--- src/rtl/alu_mc_pkg.sv ---
// alu_mc_pkg: opcode encodings, FSM state encoding and a small opcode
// classification helper shared by alu_mc and alu_mc_muldiv.
package alu_mc_pkg;

  localparam logic [4:0] OP_ADD   = 5'd0;
  localparam logic [4:0] OP_SUB   = 5'd1;
  localparam logic [4:0] OP_AND   = 5'd2;
  localparam logic [4:0] OP_OR    = 5'd3;
  localparam logic [4:0] OP_XOR   = 5'd4;
  localparam logic [4:0] OP_NOR   = 5'd5;
  localparam logic [4:0] OP_SLT   = 5'd6;
  localparam logic [4:0] OP_SLTU  = 5'd7;
  localparam logic [4:0] OP_SLL   = 5'd8;
  localparam logic [4:0] OP_SRL   = 5'd9;
  localparam logic [4:0] OP_SRA   = 5'd10;
  localparam logic [4:0] OP_INA   = 5'd11;
  localparam logic [4:0] OP_LUI   = 5'd12;
  localparam logic [4:0] OP_MUL   = 5'd13;
  localparam logic [4:0] OP_MULHU = 5'd14;
  localparam logic [4:0] OP_DIVU  = 5'd15;
  localparam logic [4:0] OP_REMU  = 5'd16;

  typedef enum logic [1:0] {
    ST_IDLE = 2'd0,
    ST_CALC = 2'd1,
    ST_DONE = 2'd2
  } state_t;

  function automatic logic is_muldiv(input logic [4:0] op);
    return op inside {OP_MUL, OP_MULHU, OP_DIVU, OP_REMU};
  endfunction

endpackage

--- src/rtl/alu_mc_muldiv.sv ---
// alu_mc_muldiv: iterative unsigned multiply (shift-add) and restoring
// divide, one bit per clock, exactly WIDTH iterations per operation.
//
// Ports:
//   clk     - clock
//   rst_n   - synchronous active-low reset, aborts any operation in flight
//   start   - load operands and begin an operation (one-cycle pulse)
//   op      - OP_MUL / OP_MULHU / OP_DIVU / OP_REMU, captured with start
//   a, b    - operands, captured with start
//   done    - high during the cycle in which the last iteration is applied
//   result  - final value, valid only while done is high
//
// hi/lo hold {product high, product low} for multiply and
// {remainder, quotient} for divide. A zero divisor needs no special case:
// every trial subtract succeeds (quotient all ones) and the remainder ends
// up as the dividend shifted fully through.
module alu_mc_muldiv
  import alu_mc_pkg::*;
#(
  parameter int WIDTH = 32
) (
  input  logic             clk,
  input  logic             rst_n,
  input  logic             start,
  input  logic [4:0]       op,
  input  logic [WIDTH-1:0] a,
  input  logic [WIDTH-1:0] b,
  output logic             done,
  output logic [WIDTH-1:0] result
);

  localparam int CW = $clog2(WIDTH) + 1;

  logic [CW-1:0]    count;
  logic             is_div;
  logic             want_hi;
  logic [WIDTH-1:0] hi, lo, opd;
  logic [WIDTH-1:0] hi_nxt, lo_nxt;
  logic [WIDTH:0]   sum, r_sh, diff;
  logic             ge;

  always_comb begin
    sum    = '0;
    r_sh   = '0;
    diff   = '0;
    ge     = 1'b0;
    hi_nxt = hi;
    lo_nxt = lo;
    if (is_div) begin
      r_sh = {hi, lo[WIDTH-1]};
      ge   = (r_sh >= {1'b0, opd});
      diff = r_sh - {1'b0, opd};
      if (ge) begin
        hi_nxt = diff[WIDTH-1:0];
        lo_nxt = {lo[WIDTH-2:0], 1'b1};
      end else begin
        hi_nxt = r_sh[WIDTH-1:0];
        lo_nxt = {lo[WIDTH-2:0], 1'b0};
      end
    end else begin
      sum = lo[0] ? ({1'b0, hi} + {1'b0, opd}) : {1'b0, hi};
      {hi_nxt, lo_nxt} = {sum, lo[WIDTH-1:1]};
    end
  end

  always_ff @(posedge clk) begin
    if (!rst_n) begin
      count   <= '0;
      is_div  <= 1'b0;
      want_hi <= 1'b0;
      hi      <= '0;
      lo      <= '0;
      opd     <= '0;
    end else if (start) begin
      count   <= CW'(WIDTH);
      is_div  <= (op == OP_DIVU) || (op == OP_REMU);
      want_hi <= (op == OP_MULHU) || (op == OP_REMU);
      hi      <= '0;
      lo      <= ((op == OP_DIVU) || (op == OP_REMU)) ? a : b;
      opd     <= ((op == OP_DIVU) || (op == OP_REMU)) ? b : a;
    end else if (count != '0) begin
      count <= count - 1'b1;
      hi    <= hi_nxt;
      lo    <= lo_nxt;
    end
  end

  // The final iteration is taken straight from the next-state logic so the
  // parent can register it on the same edge that ends the count.
  assign done   = (count == CW'(1));
  assign result = want_hi ? hi_nxt : lo_nxt;

endmodule

--- src/rtl/alu_mc.sv ---
// alu_mc: multi-cycle ALU with valid/ready handshakes. Single-cycle ops
// complete one cycle after acceptance; MUL/MULHU/DIVU/REMU run through the
// iterative engine for WIDTH extra cycles.
//
// Build option: define ALU_MC_MULDIV_EN to include the iterative engine.
// Without it, MUL/MULHU/DIVU/REMU finish in one cycle with result 0.
//
// Ports:
//   clk, rst_n           - clock, synchronous active-low reset
//   in_valid, in_ready   - request handshake; in_ready high only in IDLE
//   inA, inB, operation  - operands and opcode, captured on acceptance
//   out_valid, out_ready - result handshake; held in DONE until out_ready
//   result, zero         - registered result and (result == 0) flag
//
// state   | meaning
// --------+--------------------------------------------------
// IDLE    | waiting for a request, in_ready = 1
// CALC    | iterative multiply/divide running
// DONE    | result presented, out_valid = 1, waiting out_ready
module alu_mc
  import alu_mc_pkg::*;
#(
  parameter int WIDTH = 32
) (
  input  logic             clk,
  input  logic             rst_n,
  input  logic             in_valid,
  output logic             in_ready,
  input  logic [WIDTH-1:0] inA,
  input  logic [WIDTH-1:0] inB,
  input  logic [4:0]       operation,
  output logic             out_valid,
  input  logic             out_ready,
  output logic [WIDTH-1:0] result,
  output logic             zero
);

  localparam int SHW = $clog2(WIDTH);

  state_t           state, state_nxt;
  logic             load;
  logic [WIDTH-1:0] alu, res_in;
  logic [SHW-1:0]   shamt;

`ifdef ALU_MC_MULDIV_EN
  logic             md_start;
  logic             md_done;
  logic [WIDTH-1:0] md_result;

  alu_mc_muldiv #(.WIDTH(WIDTH)) u_muldiv (
    .clk    (clk),
    .rst_n  (rst_n),
    .start  (md_start),
    .op     (operation),
    .a      (inA),
    .b      (inB),
    .done   (md_done),
    .result (md_result)
  );
`endif

  assign shamt = inA[SHW-1:0];

  always_comb begin
    alu = inA;
    case (operation)
      OP_ADD:  alu = inA + inB;
      OP_SUB:  alu = inA - inB;
      OP_AND:  alu = inA & inB;
      OP_OR:   alu = inA | inB;
      OP_XOR:  alu = inA ^ inB;
      OP_NOR:  alu = ~(inA | inB);
      OP_SLT:  alu = {{(WIDTH-1){1'b0}}, ($signed(inA) < $signed(inB))};
      OP_SLTU: alu = {{(WIDTH-1){1'b0}}, (inA < inB)};
      OP_SLL:  alu = inB << shamt;
      OP_SRL:  alu = inB >> shamt;
      OP_SRA:  alu = $signed(inB) >>> shamt;
      OP_INA:  alu = inA;
      OP_LUI:  alu = {inB[WIDTH/2-1:0], {(WIDTH/2){1'b0}}};
      // Mul/div opcodes only land here when the engine is left out.
      default: alu = is_muldiv(operation) ? '0 : inA;
    endcase
  end

  always_ff @(posedge clk) begin
    if (!rst_n) state <= ST_IDLE;
    else        state <= state_nxt;
  end

  always_comb begin
    state_nxt = state;
    in_ready  = 1'b0;
    out_valid = 1'b0;
    load      = 1'b0;
`ifdef ALU_MC_MULDIV_EN
    md_start  = 1'b0;
`endif
    case (state)
      ST_IDLE: begin
        in_ready = 1'b1;
        if (in_valid) begin
`ifdef ALU_MC_MULDIV_EN
          if (is_muldiv(operation)) begin
            md_start  = 1'b1;
            state_nxt = ST_CALC;
          end else begin
            load      = 1'b1;
            state_nxt = ST_DONE;
          end
`else
          load      = 1'b1;
          state_nxt = ST_DONE;
`endif
        end
      end
      ST_CALC: begin
`ifdef ALU_MC_MULDIV_EN
        if (md_done) begin
          load      = 1'b1;
          state_nxt = ST_DONE;
        end
`else
        state_nxt = ST_IDLE;
`endif
      end
      ST_DONE: begin
        out_valid = 1'b1;
        if (out_ready) state_nxt = ST_IDLE;
      end
      default: state_nxt = ST_IDLE;
    endcase
  end

  always_comb begin
    res_in = alu;
`ifdef ALU_MC_MULDIV_EN
    if (state == ST_CALC) res_in = md_result;
`endif
  end

  always_ff @(posedge clk) begin
    if (!rst_n) begin
      result <= '0;
      zero   <= 1'b1;
    end else if (load) begin
      result <= res_in;
      zero   <= (res_in == '0);
    end
  end

endmodule

--- config.mk ---
export PLATFORM = sky130hd
export DESIGN_NAME = alu_mc
export DESIGN_NICKNAME = d
export VERILOG_FILES = /design/src/rtl/alu_mc_pkg.sv /design/src/rtl/alu_mc_muldiv.sv /design/src/rtl/alu_mc.sv
export SDC_FILE = /design/constraint.sdc
export NUM_CORES = 1
export LEC_CHECK = 0
export CORE_UTILIZATION = 45
export CTS_CLUSTER_DIAMETER = 150
export DETAILED_ROUTE_END_ITERATION = 8
export PLACE_DENSITY_LB_ADDON = 0.15
export SYNTH_ARGS = -nofsm -noshare
export SYNTH_HDL_FRONTEND = slang
export SYNTH_HIERARCHICAL = 1
export SYNTH_SLANG_ARGS = --single-unit
--- constraint.sdc ---
create_clock -name clk -period 6.93 [get_ports clk]
set_input_delay 1.386 -clock clk [delete_from_list [all_inputs] [get_ports clk]]
set_output_delay 1.386 -clock clk [all_outputs]
set_load 0.005 [all_outputs]
==> results of run 1 <==
layout make-up:
type / count / share of cell area
clock buffer: 6 / 0.0105
inverter: 100 / 0.0282
multi-input combinational: 1396 / 0.755
sequential: 34 / 0.0512
tap: 330 / 0.0311
timing repair buffer: 184 / 0.124
cells in the mapped netlist (12+ instances only):
| cell type | count | area, um2 |
|---|---|---|
| mux2i_1 | 45 | 450 |
| a221oi_1 | 20 | 175 |
| nor2_1 | 169 | 634 |
| clkbuf_1 | 72 | 270 |
| nand3_1 | 47 | 235 |
| o211ai_1 | 21 | 158 |
| or2_2 | 12 | 75.1 |
| mux2_2 | 23 | 259 |
| nand2b_1 | 21 | 131 |
| buf_2 | 31 | 155 |
| nor2b_1 | 20 | 125 |
| o221ai_1 | 14 | 123 |
| nor4_1 | 24 | 150 |
| a22oi_1 | 23 | 173 |
| inv_1 | 97 | 364 |
| a221o_1 | 15 | 150 |
| mux4_2 | 39 | 878 |
| o31ai_1 | 23 | 173 |
| o21bai_1 | 13 | 97.6 |
| o22ai_1 | 29 | 181 |
| nand2_1 | 159 | 597 |
| or3_1 | 14 | 87.6 |
| dfxtp_1 | 34 | 681 |
| a211oi_1 | 43 | 323 |
| nor3_1 | 64 | 320 |
| a21oi_1 | 120 | 601 |
| a22o_1 | 12 | 105 |
| ha_1 | 104 | 1300 |
| a31oi_1 | 18 | 113 |
| buf_1 | 17 | 63.8 |
| o21ai_0 | 66 | 330 |
| nand4_1 | 28 | 175 |
routing by layer:
| metal | GRT usage | routed length [um] |
|---|---|---|
| met5 | 0 | 42 |
| met3 | 0.113 | 8480 |
| met1 | 0.610 | 24200 |
| met4 | 0.271 | 4460 |
| met2 | 0.710 | 26900 |
per-stage QoR:
| step | util | std cells |
|---|---|---|
| finish | 0.525 | 2050 |
| global route | 0.525 | 2050 |
| CTS | 0.525 | 2050 |
| detailed placement | 0.519 | 2044 |
| global placement | 0.519 | 2044 |
| floorplan | - | 1664 |
logic make-up after synthesis:
group / count (synthesis) / share of synthesized area
AND/OR/NAND/NOR: 613 / 0.254
AO/OA/AOI/OAI: 555 / 0.337
buffers and inverters: 234 / 0.0877
multiplexers: 109 / 0.139
adder cells (fa/ha/maj): 106 / 0.115
flip-flops: 34 / 0.0582
XOR/XNOR: 13 / 0.00973
tightest hold or removal path, delay by kind of cell (launching register included):
family	cells	cell delay, ns
compound gates	1	0.05
flops	1	0.30
simple gates	1	0.05
flip-flops by register name, indices dropped and copies added (netlist names):
signal	count
result	32
state	1
zero	1
power by group:
part	internal, W	switching, W
clock network	0.000138	0.0000731
registers	0.000214	0.00000918
logic	0.000382	0.000676
worst max path at each step:
stage / from / endpoint
2_1_floorplan: inA[2] / zero
3_3_place_gp: inB[1] / zero
3_5_place_dp: inB[1] / zero
4_1_cts: inB[1] / zero
5_1_grt: inB[1] / zero
6_report: inB[1] / zero
==> out/summary.txt, run 1 <==
status - complete, no violations
Vias/cell - 7.39
routed wire length - 64.1 mm
FF-to-FF path depth - 11
number of cells on the critical path - 14
vias in the first global route - 13600
largest stage delay on the critical path - 0.76 ns
Post-DP HPWL - 50.5 mm
largest delay contributor family on the critical path - compound AO/OA/AOI/OAI gates
Max Freq - 0.167 GHz
RSZ-0062 raised after global routing - false
crit path buf inv count - 2
Slew Viols, Final - 0
Fin Clk Skew - 0.00437 ns
Arr. time, crit path - 6.20 ns
die area - 26700 um2
# diodes - 0
Longest Clk Path Bufs - 2
Rows - 58
peak fanout along the critical path - 10
Yosys reg bits - 34
Root Driver - clkbuf_16
Crit. End Element - flop
gr ovfl total - 0
pre-CTS WS - 0.754 ns
core area - 25300 um2
Clock transition at path regs - 0.05 ns
WHS - 0.455 ns
Critical R2R Capture - zero
post-layout net count - 1900
Initial DRC Count - 2161
Synth async-reset ratio - 0
setup tns final - 0 ns
number of synthesized flops with an enable pin - 0
R2R setup slack - 3.92 ns
IO buf count - 107
hold buffers post-CTS - 0
vias - 15100
critical path's most frequent cell - nor2_1
Fin. Hold Viols - 0
syn nets - 1843
wire per inst - 31.3 um
largest net degree at the start of global routing - 97
worst rel slew slack - 0.174
fin crit period - 6.00 ns
antenna-violating nets left - 0
syn avg cell area - 7.03 um2
drt drc - 0
period utilization - 0.866
pwr dens - 112 nW/um2
multi-input logic area - 10000 um2
WS Path Type - input pin to flop
Max H-tree Level - 2
WHS Endpoint - result[8]
Synth warnings - 6
DP Area - 13200 um2
RePlAce Congestion - 1.09
CP max-delay cell - o311ai_0
Post-CTS Resized - 0
# setup viols final - 0
first-pass GRT wire length - 91.8 mm
Hold Path Cell Cnt - 2
CTS tree - done
CP startpoint kind - input pin
register area - 681 um2
Filler cells - 2613
synthesized area - 11700 um2
area grow syn2layout - 13.5%
# IOs - 108
Cell Chain, Critical Path - clkdlybuf4s50_1 > inv_1 > ha_1 > nor2_1 > o311ai_0 > a21oi_1 > a311oi_1 > a211oi_1 > a221oi_1 > nor2_1 > a2111oi_0 > mux2i_1 > a21bo_2 > o31ai_2
ratio of cells with drive above 1 in the final layout - 0.110
Post-CTS Setup Bufs - 0
CTS sink cnt - 34
RR Startpoint - state[1]
worst-skew pair later-pin latency - 0.28 ns
commonest non-fill, non-tap cell in the layout - nor2_1
Overall Power - 0.00149 W
Die H - 163 um
TritonCTS Buffers - 5
Worst EP required - 7.13 ns
Cells after Synth - 1664
most frequent cells in the layout - 166 x nor2_1, 159 x nand2_1, 120 x a21oi_1
Hold Startpoint - result[8]
dominant synthesized flop cell - dfxtp_1
Initial DRT Pass Iterations - 6
max_cap viols - 0
gr usage total - 0.472
Pleak - 5.22 nW
worst vdd ir - 0.000183 V
initial antenna violation count - 3
final setup margin - 0.925 ns
initial core utilization - 0.462
Seq/Total Area, Yosys - 0.0582
HP Class - flop to flop
post-route cell area - 13300 um2
die width - 163 um
Yosys cell types - 96
Worst Max-Slew Pin Slew - 1.21 ns
Power figures use the tool's default switching activity.
==> run 2, diff against run 1 <==
Settings changed: CORE_MARGIN from default to 2.
==> run 2 against run 1 <==
  * Sequential power is essentially flat
  * First-iteration DRC count grew 7.5%
  * Flip-flop and latch count is the same
  * Hold slack gained 0.0033 ns
  * Design area shrank 0.24%
  * Critical path depth grew 1
  * Largest power group unchanged
  * Highest routed layer unchanged
==> out/summary.txt, run 2 (same netlist as run 1, synthesis figures left out) <==
status - complete, no violations
fin crit period - 6.47 ns (+0.464 ns)
FF-to-FF path depth - 12 (+1)
hold buffers post-CTS - 0 (unchanged)
pwr dens - 112 nW/um2 (about the same)
Metal-1 WL - 24.4 mm (+0.80%)
commonest non-fill, non-tap cell in the layout - nor2_1
max_cap viols - 0 (unchanged)
R2R setup slack - 3.72 ns (-0.20 ns)
# diodes - 0 (unchanged)
post-layout net count - 1898 (-0.11%)
ratio of cells with drive above 1 in the final layout - 0.108 (-0.00220)
RR Startpoint - state[1]
register area - 681 um2 (unchanged)
TritonCTS Buffers - 5 (unchanged)
vias - 15100 (-0.11%)
CTS sink cnt - 34 (unchanged)
Longest Clk Path Bufs - 2 (unchanged)
Max H-tree Level - 2 (unchanged)
Clock Power Share - 0.143 (about the same)
Max Used Layer - met5
drt drc - 0 (unchanged)
Critical R2R Capture - zero
Rows - 59 (+1.7%)
CP startpoint kind - input pin
wire per inst - 30.9 um (-1.3%)
gr ovfl total - 0 (unchanged)
Seq pwr share - 0.150 (about the same)
Initial DRT Pass Iterations - 8 (+2)
Vias/cell - 7.37 (-0.25%)
area grow syn2layout - 13.3%
IO buf count - 107 (unchanged)
largest net degree at the start of global routing - 46 (-53%)
Max Freq - 0.155 GHz (-7.2%)
first-pass GRT wire length - 90.8 mm (-1.2%)
die width - 165 um (+1.2%)
Clock transition at path regs - 0.05 ns (about the same)
die area - 27300 um2 (+2.5%)
Fin. Hold Viols - 0 (unchanged)
worst rel slew slack - 0.135 (-0.0393)
worst-skew pair later-pin latency - 0.28 ns (about the same)
Die H - 165 um (+1.2%)
Filler cells - 2629 (+0.61%)
initial antenna violation count - 2 (-1)
CTS tree - done
multi-input logic area - 10000 um2 (about the same)
Met3 Wirelength - 8.09 mm (-4.5%)
switching power - 0.000757 W (-0.18%)
Worst Max-Slew Pin Slew - 1.26 ns (+0.0574 ns)
Pleak - 5.20 nW (-0.27%)
period utilization - 0.933 (+0.0670)
HP Class - flop to flop
Post-DP HPWL - 50.4 mm (about the same)
Worst EP required - 7.13 ns (about the same)
vias in the first global route - 13600 (+0.43%)
met2 WL - 26.4 mm (-1.9%)
setup tns final - 0 ns (unchanged)
Pint - 0.000731 W (-0.42%)
switching part of the total - 0.509 (+0.000606)
RSZ-0062 raised after global routing - false
gr usage total - 0.454 (-0.0180)
max reg flops - 32 (unchanged)
RePlAce Congestion - 1.17 (+6.9%)
initial core utilization - 0.454 (-0.00783)
# IOs - 108 (unchanged)
Slew Viols, Final - 0 (unchanged)
most frequent cells in the layout - 166 x nor2_1, 159 x nand2_1, 120 x a21oi_1
WS Path Type - input pin to flop
Initial DRC Count - 2322 (+7.5%)
Worst Setup EP - zero
Fin Clk Skew - 0.00127 ns (-0.00310 ns)
routed wire length - 63.3 mm (-1.2%)
worst vdd ir - 0.000192 V (+5.0%)
Crit. End Element - flop
peak fanout along the critical path - 10 (unchanged)
Post-CTS Resized - 0 (unchanged)
Root Driver - clkbuf_16
biggest regs - result x32, state x1, zero x1
# setup viols final - 0 (unchanged)
Critical Path Start - inB[1]
Post-CTS Setup Bufs - 0 (unchanged)
Reg with most FFs - result
core area - 25800 um2 (+1.7%)
Arr. time, crit path - 6.67 ns (+0.47 ns)
Gate power share - 0.707 (-0.002)
WHS - 0.458 ns (+0.00333 ns)
antenna-violating nets left - 0 (unchanged)
run 2: final cells by class:
cell class | count | share of cell area
Timing Repair Buffer | 182 | 0.122
Inverter | 100 | 0.0283
Sequential cell | 34 | 0.0513
Clock buffer | 6 | 0.0105
Tap cell | 335 | 0.0316
Multi-Input combinational cell | 1396 | 0.756
run 2: worst max-delay path: stages:
cell	delay, ns
clkdlybuf4s50_1	0.76
inv_1	0.21
ha_1	0.37
nor2_1	0.06
o311ai_0	0.90
a21oi_1	0.40
nor3_1	0.36
o31a_1	0.20
o221ai_1	0.22
a221oi_1	0.73
nand4_1	0.26
nor4_1	0.33
buf_4	0.17
nand3_1	0.08
o31ai_2	0.22
run 2: stage by stage:
step                cell area, um2  worst slack [ns]  power, W  cells   util
floorplan                    11700              1.29  0.000840   1664      -
global placement             13100             0.507   0.00123   2047  0.509
detailed placement           13100             0.456   0.00123   2047  0.509
CTS                          13300             0.736   0.00145   2053  0.515
global route                 13300             0.110   0.00155   2053  0.515
finish                       13300             0.461   0.00149   2053  0.515
run 2: layer usage:
layer | up-vias | track usage
li1 | 6480 | -
met4 | 2 | 0.265
met2 | 1227 | 0.682
met5 | - | 0
met3 | 264 | 0.0997
met1 | 7154 | 0.595
run 2: power groups by stage:
| stage | sequential (W) | clock (W) | combinational, W |
|---|---|---|---|
| 6_report | 0.000223 | 0.000213 | 0.00105 |
| 3_5_place_dp | 0.000227 | 0 | 0.00100 |
| 2_1_floorplan | 0.000228 | 0 | 0.000611 |
| 5_1_grt | 0.000226 | 0.000223 | 0.00110 |
| 3_3_place_gp | 0.000227 | 0 | 0.00100 |
| 4_1_cts | 0.000224 | 0.000218 | 0.00101 |
run 2: worst min path at each step:
stage / from / end / slack (ns) / cells after the start
6_report: result[31] / result[31] / 0.46 / 2
5_1_grt: result[21] / result[21] / 0.48 / 2
4_1_cts: result[14] / result[14] / 0.46 / 2
3_5_place_dp: result[14] / result[14] / 0.45 / 2
3_3_place_gp: result[8] / result[8] / 0.44 / 2
2_1_floorplan: result[14] / result[14] / 0.45 / 2
==> run 3, diff against run 2 <==
Settings changed: SYNTH_HIERARCHICAL 1 to default.
==> results of run 3 <==
No change in the layout: final DEF, timing and power equal those of run 2.
Among the figures that moved: Yosys warning count 6 -> 0
